**src/rtl/logic_pkg.sv**
```systemverilog
// rtl/logic_pkg.sv - op encodings, op type and result-register state for the shared logic unit
package logic_pkg;

  typedef logic [1:0] lop_t;

  localparam lop_t LOP_AND = 2'b00;
  localparam lop_t LOP_OR  = 2'b01;
  localparam lop_t LOP_XOR = 2'b10;
  localparam lop_t LOP_NOR = 2'b11;

  typedef enum logic {
    EMPTY = 1'b0,
    FULL  = 1'b1
  } state_t;

endpackage

```
**src/rtl/logic_unit.sv**
```systemverilog
// rtl/logic_unit.sv - combinational 16-bit bitwise logic unit (AND/OR/XOR/NOR)
module logic_unit
  import logic_pkg::*;
#(
  parameter int WIDTH = 16
) (
  input  lop_t             op,
  input  logic [WIDTH-1:0] x,
  input  logic [WIDTH-1:0] y,
  output logic [WIDTH-1:0] out
);

  logic [WIDTH-1:0] and_v;
  logic [WIDTH-1:0] or_v;
  logic [WIDTH-1:0] xor_v;
  logic [WIDTH-1:0] nor_v;

  assign and_v = x & y;
  assign or_v  = x | y;
  assign xor_v = x ^ y;
  assign nor_v = ~(x | y);

  always_comb begin
    out = and_v;
    case (op)
      LOP_AND: out = and_v;
      LOP_OR:  out = or_v;
      LOP_XOR: out = xor_v;
      default: out = nor_v;
    endcase
  end

endmodule

```
**src/rtl/logic_unit_arbiter.sv**
```systemverilog
// rtl/logic_unit_arbiter.sv - round-robin arbiter sharing one logic unit; LOGIC_ARB_FLAGS_EN adds rsp_zero/rsp_par
module logic_unit_arbiter
  import logic_pkg::*;
#(
  parameter int NREQ  = 2,
  parameter int WIDTH = 16,
  localparam int IDW  = $clog2(NREQ)
) (
  input  logic                  clk,
  input  logic                  rst_n,
  input  logic [NREQ-1:0]       req_valid,
  output logic [NREQ-1:0]       req_ready,
  input  logic [2*NREQ-1:0]     req_op,
  input  logic [WIDTH*NREQ-1:0] req_x,
  input  logic [WIDTH*NREQ-1:0] req_y,
  output logic                  rsp_valid,
  input  logic                  rsp_ready,
  output logic [WIDTH-1:0]      rsp_data,
  output logic [IDW-1:0]        rsp_id,
  output logic                  busy
`ifdef LOGIC_ARB_FLAGS_EN
  ,
  output logic                  rsp_zero,
  output logic                  rsp_par
`endif
);

  state_t           state_q;
  state_t           state_d;
  logic [IDW-1:0]   ptr_q;
  logic [IDW-1:0]   grant;
  logic             found;
  logic             can_accept;
  logic             accept;
  lop_t             g_op;
  logic [WIDTH-1:0] g_x;
  logic [WIDTH-1:0] g_y;
  logic [WIDTH-1:0] result;

  // Rotating priority: first valid requester at or after ptr_q, wrapping.
  always_comb begin
    found = 1'b0;
    grant = '0;
    for (int k = 0; k < NREQ; k++) begin
      if (!found && req_valid[(int'(ptr_q) + k) % NREQ]) begin
        found = 1'b1;
        grant = IDW'((int'(ptr_q) + k) % NREQ);
      end
    end
  end

  assign g_op = req_op[grant*2 +: 2];
  assign g_x  = req_x[grant*WIDTH +: WIDTH];
  assign g_y  = req_y[grant*WIDTH +: WIDTH];

  logic_unit #(.WIDTH(WIDTH)) u_logic_unit (
    .op  (g_op),
    .x   (g_x),
    .y   (g_y),
    .out (result)
  );

  always_ff @(posedge clk or negedge rst_n) begin
    if (!rst_n) state_q <= EMPTY;
    else        state_q <= state_d;
  end

  always_comb begin
    state_d    = state_q;
    can_accept = (state_q == EMPTY) | rsp_ready;
    accept     = found & can_accept & rst_n;
    req_ready  = '0;
    if (accept) req_ready[grant] = 1'b1;
    case (state_q)
      EMPTY: if (accept) state_d = FULL;
      FULL: begin
        if (accept)         state_d = FULL;
        else if (rsp_ready) state_d = EMPTY;
      end
      default: state_d = EMPTY;
    endcase
  end

  // rsp_data is left untouched when draining to EMPTY so the last result stays visible.
  always_ff @(posedge clk or negedge rst_n) begin
    if (!rst_n) begin
      rsp_data <= '0;
      rsp_id   <= '0;
      ptr_q    <= '0;
    end else if (accept) begin
      rsp_data <= result;
      rsp_id   <= grant;
      ptr_q    <= (int'(grant) == NREQ - 1) ? '0 : grant + 1'b1;
    end
  end

`ifdef LOGIC_ARB_FLAGS_EN
  always_ff @(posedge clk or negedge rst_n) begin
    if (!rst_n) begin
      rsp_zero <= 1'b0;
      rsp_par  <= 1'b0;
    end else if (accept) begin
      rsp_zero <= (result == '0);
      rsp_par  <= ^result;
    end
  end
`endif

  assign rsp_valid = (state_q == FULL);
  assign busy      = rsp_valid | (|req_valid);

  for (genvar i = 0; i < NREQ; i++) begin : g_hold_chk
    assert property (@(posedge clk) disable iff (!rst_n)
      (req_valid[i] && !req_ready[i]) |=>
        (req_valid[i] && $stable(req_op[2*i +: 2]) &&
         $stable(req_x[WIDTH*i +: WIDTH]) && $stable(req_y[WIDTH*i +: WIDTH])));
  end

endmodule
```
**config.mk**
```make
export PLATFORM = sky130hd
export DESIGN_NAME = logic_unit_arbiter
export DESIGN_NICKNAME = d
export VERILOG_FILES = /design/src/rtl/logic_pkg.sv /design/src/rtl/logic_unit.sv /design/src/rtl/logic_unit_arbiter.sv
export SDC_FILE = /design/constraint.sdc
export NUM_CORES = 1
export LEC_CHECK = 0
export CORE_ASPECT_RATIO = 1.5
export CORE_MARGIN = 3
export CORE_UTILIZATION = 50
export CTS_CLUSTER_SIZE = 14
export DETAILED_ROUTE_END_ITERATION = 16
export DONT_BUFFER_PORTS = 1
export PLACE_DENSITY = 0.65
export RECOVER_POWER = 50
export SLEW_MARGIN = 5
export SYNTH_ARGS = -nofsm -noshare
export SYNTH_HDL_FRONTEND = slang
export SYNTH_SLANG_ARGS = --single-unit
```
**constraint.sdc**
```tcl
create_clock -name clk -period 4 [get_ports clk]
set_input_delay 0.6 -clock clk [delete_from_list [all_inputs] [get_ports clk]]
set_output_delay 0.6 -clock clk [all_outputs]
set_load 0.01 [all_outputs]
```
==> Yosys cells after proc, flatten, opt, wreduce, memory -nomap -nowiden <==
Cells that the tools add are included.
{ "word_totals": {"register_bits": 19, "input_bits": 73} }
{ "op_classes": {"shifts": 3, "eq_ne": 2, "addsub": 2, "order_cmp": 4, "reduce_logical": 5, "bitwise": 10, "mux": 18} }
{ "op_table": {"columns": ["op", "count"], "rows": [
  ["variable part select 32 x 6 -> 16 bit", 2],
  ["case mux 16 bit (3 select lines)", 1],
  ["bitwise AND 16 bit", 1],
  ["NOT 16 bit", 1],
  ["OR 16 bit", 1],
  ["XOR 16 bit", 1],
  ["2-to-1 mux 1 bit", 14],
  ["less-than comparator 1 x 2 -> 1 bit, second input constant", 2],
  ["variable part select 4 x 3 -> 2 bit", 1],
  ["less-than comparator 2 x 3 -> 1 bit, second input constant", 1],
  ["adder 1 bit, second input constant", 2],
  ["bitwise AND 1 bit", 2],
  ["equality test 2 x 1 -> 1 bit, second input constant", 1],
  ["equality test 2 bit, second input constant", 1],
  ["logical AND 1 bit", 2],
  ["zero test 2 bit", 1],
  ["2-to-1 mux 2 bit", 1],
  ["OR 1 bit", 2],
  ["case mux 1 bit (2 select lines)", 1],
  ["OR reduction 2 bit", 1],
  ["bitwise AND 1 bit, first input constant", 1],
  ["demux 1 bit (select 1 bit)", 1],
  ["greater-or-equal comparator 1 bit, second input constant", 1],
  ["zero test 1 bit", 1],
  ["NOT 1 bit", 1]
]} }

==> Depth between registers and ports, before layout <==
Gate-level depths: netlist (run 1).
{ "logic_depth": {"depth_word": 12, "mapped_depth": 10, "ltp_nobuf": 9} }

==> Modules after synthesis <==
A second synthesis (run 1) with hierarchy kept.
{ "unflattened": {"cells_unflattened": 240, "area_unflattened_um2": 2213.4} }
{ "by_module_without_submodules": {"columns": ["mod", "instances", "cells_each", "area_per_inst_um2"], "rows": [
  ["logic_unit_arbiter", 1, 88, 1167.4],
  ["logic_unit", 1, 152, 1046.0]
]} }

==> Worst setup path after synthesis (run 1) <==
Ideal clock, no wire load.
{ "synth_timing": {"path_kind": "input-to-reg", "start": "input port req_valid[1]", "end": "register rsp_data[12]", "cell_stages": 10, "setup_ps": 86, "n_path_buf": 3, "arrival_time_ps": 2360, "path_slack_ps": 1554, "required_time_ps": 3914, "cell_sequence": "buf_4 -> nand2_1 -> buf_2 -> buf_4 -> mux2i_1 -> ha_1 -> xnor2_1 -> nor3_1 -> a311o_1 -> a32oi_1"} }
{ "synth_via": {"elab_chain_cells": 10} }
{ "synth_rtl": {"columns": ["element", "line", "source"], "rows": [
  ["start: declaration", "logic_unit_arbiter.sv:11", "input logic [NREQ-1:0] req_valid,"],
  ["2-to-1 mux 1 bit (not written as such) (2 in a row)", "logic_unit_arbiter.sv:45", "if (!found && req_valid[(int'(ptr_q) + k) % NREQ]) begin"],
  ["2-to-1 mux 1 bit", "logic_unit_arbiter.sv:45", null],
  ["zero test 1 bit", "logic_unit_arbiter.sv:45", null],
  ["logical AND 1 bit", "logic_unit_arbiter.sv:45", null],
  ["2-to-1 mux 1 bit", "logic_unit_arbiter.sv:45", null],
  ["variable part select 32 x 6 -> 16 bit (on tied branches)", "logic_unit_arbiter.sv:53, logic_unit_arbiter.sv:54", null],
  ["OR 16 bit", "logic_unit.sv:19, logic_unit.sv:21", null],
  ["NOT 16 bit", "logic_unit.sv:21", "assign nor_v = ~(x | y);"],
  ["case mux 16 bit (3 select lines)", "logic_unit.sv:25", "case (op)"],
  ["end signal: assignment", "logic_unit_arbiter.sv:91", "rsp_data <= result;"],
  ["end: declaration", "logic_unit_arbiter.sv:18", "output logic [WIDTH-1:0] rsp_data,"]
]} }
Several ways; a longest one is shown, not always the timed one. The select of a mux whose other input is x is not followed.
A chain may end at the register's enable or synchronous reset.

==> Worst setup path after layout (run 1) <==
{ "layout_timing": {"start": "register ptr_q", "end": "register rsp_data[3]"} }
{ "layout_via": {"elab_chain_cells": 10} }
{ "layout_rtl": {"columns": ["element", "line", "source"], "rows": [
  ["start: declaration", "logic_unit_arbiter.sv:30", "logic [IDW-1:0] ptr_q;"],
  ["start signal: assignment", "logic_unit_arbiter.sv:93", "ptr_q <= (int'(grant) == NREQ - 1) ? '0 : grant + 1'b1;"],
  ["adder 1 bit or 2-to-1 mux 1 bit (tied branches)", "logic_unit_arbiter.sv:45, logic_unit_arbiter.sv:47", null],
  ["2-to-1 mux 1 bit (not written as such) (2 in a row)", "logic_unit_arbiter.sv:45", null],
  ["2-to-1 mux 1 bit (not written as such) or zero test 1 bit (tied branches)", "logic_unit_arbiter.sv:45", null],
  ["logical AND 1 bit", "logic_unit_arbiter.sv:45", null],
  ["2-to-1 mux 1 bit", "logic_unit_arbiter.sv:45", null],
  ["variable part select 32 x 6 -> 16 bit (on tied branches)", "logic_unit_arbiter.sv:53, logic_unit_arbiter.sv:54", null],
  ["OR 16 bit", "logic_unit.sv:19, logic_unit.sv:21", null],
  ["NOT 16 bit", "logic_unit.sv:21", null],
  ["case mux 16 bit (3 select lines)", "logic_unit.sv:25", null]
]} }
Several ways; a longest one is shown, not always the timed one. The select of a mux whose other input is x is not followed.

==> results of run 1 <==
power groups by stage:
stage / sequential, mW / combinational, mW / clock [mW]
2_1_floorplan: 0.274 / 0.257 / 0
6_report: 0.282 / 0.287 / 0.137
3_3_place_gp: 0.287 / 0.281 / 0
5_1_grt: 0.288 / 0.327 / 0.151
4_1_cts: 0.284 / 0.289 / 0.143
3_5_place_dp: 0.287 / 0.288 / 0
layout make-up:
cell class | instances | share of cell area, %
timing repair buffer | 3 | 0.900
sequential | 19 | 19.0
multi-input combinational | 211 | 70.0
inverter | 34 | 5.10
tap | 64 | 3.20
clock buffer | 4 | 1.80
routing by layer:
metal	part of all wire [%]	up-vias	GRT usage, %
li1	-	976	-
met1	41	1014	25.8
met2	51	78	34.4
met3	6.9	4	3.88
met4	0.38	0	5.41
met5	0	-	0
worst reg2reg max path, cell delays in order, from the launching register on:
cell	delay, ns
dfrtp_1	0.40
nand2b_1	0.23
nand2_2	0.51
buf_4	0.37
mux2_2	0.38
inv_1	0.06
ha_1	0.20
xnor2_1	0.13
nor3_1	0.06
a311o_1	0.35
a32oi_1	0.16
logic make-up after synthesis:
group                    synth area share [%]
buffers and inverters                    10.9
XOR/XNOR                                 11.2
multiplexers                             13.6
AND/OR/NAND/NOR                          11.4
flip-flops                               19.1
adder cells (fa/ha/maj)                  16.0
AO/OA/AOI/OAI                            17.8
worst max-delay path by stage:
| stage | cells past startpoint | slack (ns) | startpoint | to |
|---|---|---|---|---|
| 2_1_floorplan | 10 | 1.55 | req_valid[1] | rsp_data[12]$_DFFE_PN0P_ |
| 3_3_place_gp | 10 | 1.02 | req_valid[0] | rsp_data[3]$_DFFE_PN0P_ |
| 3_5_place_dp | 10 | 0.95 | req_valid[0] | rsp_data[3]$_DFFE_PN0P_ |
| 4_1_cts | 10 | 1.05 | ptr_q$_DFFE_PN0P_ | rsp_data[3]$_DFFE_PN0P_ |
| 5_1_grt | 10 | 0.85 | ptr_q$_DFFE_PN0P_ | rsp_data[13]$_DFFE_PN0P_ |
| 6_report | 10 | 1.08 | ptr_q$_DFFE_PN0P_ | rsp_data[3]$_DFFE_PN0P_ |
through the flow:
step                std cells  utilization (%)
finish                    335             53.8
global route              335             53.8
floorplan                 289                -
global placement          331             52.8
CTS                       335             53.8
detailed placement        331             52.8
registers in the layout, summed over array words and instances, names as in the netlist:
register	count
rsp_data	16
ptr_q	1
rsp_id	1
rsp_valid	1
layout by cell type, fill, tap and decap left out, types with 17 or more instances in the layout:
master	count
inv_1	34
ha_1	32
dfrtp_1	19
nand2_1	17
nand3_1	17
==> flow_summary_export.csv, run 1 <==
group,metric,value,unit
placed_design,dp_slack,0.952,ns
power_and_ir_drop,netSwitchingPower,275,uW
cts,cts_root_buffer,"clkbuf_8",
die,placementRows,30,
sta,tightestPinTransition,0.957,ns
cts,post_cts_resized,0,
sta,fmax,0.342,GHz
synthesis,synthTopCellsByArea,"dfrtp_1, ha_1, mux2_2",
die,dieWidth,63.7,um
cts,cts_tree,"yes",
synthesis,synth.distinct_cells,29,
sta,rsz0062_at_grt,"false",
cts,cts.clk_slew.worst_paths,0.08,ns
placed_design,port_buffers,0,
cts,clockBufferDepth,2,
power_and_ir_drop,p_leak,1.18,nW
min_path,min_path_type,"input port to asynchronous set/reset pin",
synthesis,ys_seq_elements,19,
synthesis,async_reset_ff_share,100,%
die,initial_utilization,53.6,%
setup_path,startpoint_type,"flop",
run,drv_cap,0,
setup_path,crit_family,"simple AND/OR/NAND/NOR gates",
global_route,grt_max_degree,26,
power_and_ir_drop,max-vdd-ir-drop,0.000177,V
cts,ctsHoldBuffers,0,
setup_path,timing.critical_path.slowest_stage_cell,"nand2_2",
cts,post_cts_buffers,0,
routing,drt_wl_total,6000,um
synthesis,ys_seq_area_share,19.1,%
power_and_ir_drop,power_density,282,nW/um^2
final_layout,multi_input_area,1750,sq um
synthesis,synth_top_area_share,19.1,%
setup_path,cp.buffers_inverters,2,
setup_path,critPathCaptureType,"flop",
synthesis,synthTopCellsByCount,"inv_1, ha_1, dfrtp_1, nand2_1, nand3_1",
setup_path,ff2ff_setup_slack,1.08,ns
setup_path,reg2reg_from,"ptr_q$_DFFE_PN0P_",
routing,drc,0,
power_and_ir_drop,swShare,39.0,%
synthesis,yosysMostFrequentCell,"inv_1",
cts,cts_buffers,3,
synthesis,synth_edf_count,0,
die,core-area,4650,sq um
die,die_area,5890,sq um
synthesis,ys.flop_type,"dfrtp_1",
sta,setup_viol,0,
setup_path,worstPathArrival,3.10,ns
sta,fin_ws,1.08,ns
global_route,grt_pass1_wl,9710,um
power_and_ir_drop,combPwrFrac,40.6,%
placed_design,place_area,2460,sq um
power_and_ir_drop,clockPowerShare,19.5,%
placed_design,dp_hpwl,4210,um
routing,via_per_inst,6.19,
setup_path,r2r_end,"rsp_data[3]$_DFFE_PN0P_",
setup_path,crit_type,"flop to flop",
global_route,grt_overflow,0,
power_and_ir_drop,pwr-share-seq,39.9,%
outcome,status,"finished clean",
setup_path,cp_max_fo,23,
cts,clock_latency,0.26,ns
global_route,grt_pass1_vias,2015,
synthesis,postSynthAreaPerCell,8.63,sq um
setup_path,worstPathCellList,"nand2b_1 > nand2_2 > buf_4 > mux2_2 > inv_1 > ha_1 > xnor2_1 > nor3_1 > a311o_1 > a32oi_1",
die,ios,94,
final_layout,final_nets,377,
final_layout,drive_gt1_share,9.96,%
routing,drt_iter0_drc,90,
setup_path,r2r_cells,10,
setup_path,required,4.17,ns
final_layout,fillers,469,
setup_path,crit_path_max_incr_delay,0.51,ns
sta,fin_skew,0.00317,ns
sta,hold_viol_final,0,
sta,fin_hold_ws,0.0301,ns
synthesis,syn_nets,394,
die,die_h,92.5,um
routing,vias,2072,
routing,antenna_left,0,
final_layout,diodes,0,
sta,relSlewSlack,36.2,%
sta,fin_crit_sh,73.1,%
global_route,grt_antenna_before_repair,0,
synthesis,synthesis.instances,289,
synthesis,synth_area_leader_cell,"dfrtp_1",
cts,htree_levels,1,
final_layout,syn2layout_area_growth,0.351,%
sta,drv_slew,0,
placed_design,gp_congestion,0.777,
synthesis,syn_area,2490,sq um
power_and_ir_drop,internal-power,431,uW
sta,tns,0,ns
routing,firstDrtPassIters,4,
global_route,track_usage,20.2,%
cts,cts_sinks,19,
final_layout,seq_area,475,sq um
final_layout,final_cell_area,2500,sq um
synthesis,synth_warnings,0,
sta,period_minus_slack,2.92,ns
routing,wl_per_cell,17.9,um
power_and_ir_drop,p_total,707,uW
No activity file was read; power rests on OpenSTA's default activity.
==> run 2: changes to the inputs <==
==> constraint.sdc (replaced) <==
create_clock -name clk -period 2.98 [get_ports clk]
set_input_delay 0.447 -clock clk [delete_from_list [all_inputs] [get_ports clk]]
set_output_delay 0.447 -clock clk [all_outputs]
set_load 0.01 [all_outputs]
==> flow_summary_export.csv, run 2 (synthesis results as in run 1) <==
group,metric,value,unit
outcome,status,"finished clean",
sta,hold_viol_final,0,
setup_path,worstPathArrival,2.72,ns
power_and_ir_drop,combPwrFrac,41.0,%
global_route,grt_max_degree,29,
sta,rsz0062_at_grt,"false",
final_layout,largest_register_ff_count,16,
sta,setup_viol,0,
global_route,track_usage,21.4,%
cts,cts_buffers,3,
die,placementRows,30,
global_route,grt_pass1_wl,10300,um
power_and_ir_drop,clockPowerShare,19.9,%
final_layout,layout_common_cells,"inv_1, ha_1, dfrtp_1",
power_and_ir_drop,netSwitchingPower,385,uW
routing,vias,2064,
routing,drt_wl_total,6180,um
cts,cts_root_buffer,"clkbuf_8",
sta,tightestPinTransition,0.959,ns
setup_path,required,3.16,ns
global_route,grt_overflow,0,
min_path,min_path_type,"input port to flop",
power_and_ir_drop,swShare,39.7,%
routing,drc,0,
sta,fin_skew,0.00304,ns
cts,cts_sinks,19,
die,dieWidth,63.7,um
sta,period_minus_slack,2.54,ns
final_layout,final_cell_area,2540,sq um
cts,post_cts_buffers,0,
routing,antenna_left,0,
cts,htree_levels,1,
die,initial_utilization,53.6,%
sta,fmax,0.394,GHz
final_layout,diodes,0,
cts,cts_tree,"yes",
final_layout,drive_gt1_share,10.9,%
setup_path,critPathCaptureType,"flop",
global_route,grt_pass1_vias,2131,
routing,wl_per_cell,18.2,um
final_layout,seq_area,475,sq um
run,drv_cap,0,
sta,tns,0,ns
placed_design,place_area,2480,sq um
min_path,hold_start,"req_valid[0]",
die,die_area,5890,sq um
power_and_ir_drop,max-vdd-ir-drop,0.000219,V
routing,firstDrtPassIters,4,
cts,clockBufferDepth,2,
placed_design,dp_slack,0.462,ns
final_layout,final_common_cell,"inv_1",
routing,drt_iter0_drc,90,
placed_design,dp_hpwl,4300,um
power_and_ir_drop,pwr-share-seq,39.1,%
sta,fin_hold_ws,0.327,ns
sta,relSlewSlack,35.9,%
cts,cts.clk_slew.worst_paths,0.08,ns
die,ios,94,
final_layout,multi_input_area,1750,sq um
power_and_ir_drop,p_total,969,uW
sta,drv_slew,0,
placed_design,port_buffers,0,
setup_path,cp_max_fo,28,
die,die_h,92.5,um
final_layout,fillers,464,
setup_path,crit_type,"flop to flop",
final_layout,final_nets,381,
final_layout,top_register,"rsp_data",
placed_design,gp_congestion,0.762,
cts,clock_latency,0.26,ns
setup_path,startpoint_type,"flop",
routing,via_per_inst,6.09,
sta,fin_ws,0.445,ns
setup_path,reg2reg_from,"ptr_q$_DFFE_PN0P_",
final_layout,syn2layout_area_growth,1.65,%
setup_path,cp-startpoint,"ptr_q$_DFFE_PN0P_",
power_and_ir_drop,p_leak,1.20,nW
sta,fin_crit_sh,85.1,%
power_and_ir_drop,internal-power,584,uW
global_route,grt_antenna_before_repair,0,
power_and_ir_drop,power_density,382,nW/um^2
die,core-area,4650,sq um
## run 2: changes by cell type in the layout (fill, tap and decap cells not counted)
| cell | change |
|---|---|
| dlygate4sd3_1 | +1 |
| buf_4 | +3 |
## run 2: area by class of cell
type	instances	area share, %
Multi-Input combinational cell	211	69.1
Sequential cell	19	18.7
Inverter	34	5.03
Tap cell	64	3.16
Timing Repair Buffer	7	2.17
Clock buffer	4	1.78
## run 2: routing by layer
metal / vias up / track usage [%] / routed length, um
met3: 8 / 3.88 / 430
met2: 81 / 35.9 / 3160
met1: 987 / 27.2 / 2530
met4: 0 / 7.39 / 63
li1: 988 / - / -
met5: - / 0 / 0
## run 2: final timing paths
| check | to | slack (ns) | cells after the start |
|---|---|---|---|
| worst max-delay path | rsp_data[15]$_DFFE_PN0P_ | 0.44 | 10 |
| worst min-delay path | rsp_valid$_DFF_PN0_ | 0.33 | 2 |
| worst max register to register | rsp_data[15]$_DFFE_PN0P_ | 0.44 | 10 |
| worst min register to register | ptr_q$_DFFE_PN0P_ | 0.55 | 2 |
| max in group asynchronous | rsp_data[8]$_DFFE_PN0P_ | 1.62 | 1 |
| min in group asynchronous | rsp_data[0]$_DFFE_PN0P_ | 0.78 | 1 |
## run 2: metrics by stage
stage          std cells  utilization (%)
6_report             339             54.5
5_1_grt              339             54.5
4_1_cts              339             54.5
3_5_place_dp         334             53.3
3_3_place_gp         334             53.3
2_1_floorplan        289                -
## run 2: worst max-delay path: stages (launching register included)
cell and delay, ns:
dfrtp_1 0.40, nand2b_1 0.23, nand2_2 0.11, buf_4 0.36, mux2_2 0.40, inv_1 0.06
ha_1 0.19, xnor2_1 0.14, nor3_1 0.06, a311o_1 0.33, a32oi_1 0.16
## run 2: repair_timing
item,CTS,global route
gates resized for setup,0,0
hold buffers,1,0
setup endpoints to repair,0,0
hold endpoints to repair,19,0
## run 2: power by group through the flow
stage | Sequential (mW) | Combinational (mW) | Clock (mW)
after floorplan | 0.368 | 0.346 | 0
after global placement | 0.385 | 0.380 | 0
after detailed placement | 0.386 | 0.391 | 0
after CTS | 0.381 | 0.400 | 0.195
after global routing | 0.386 | 0.457 | 0.203
final | 0.379 | 0.398 | 0.192
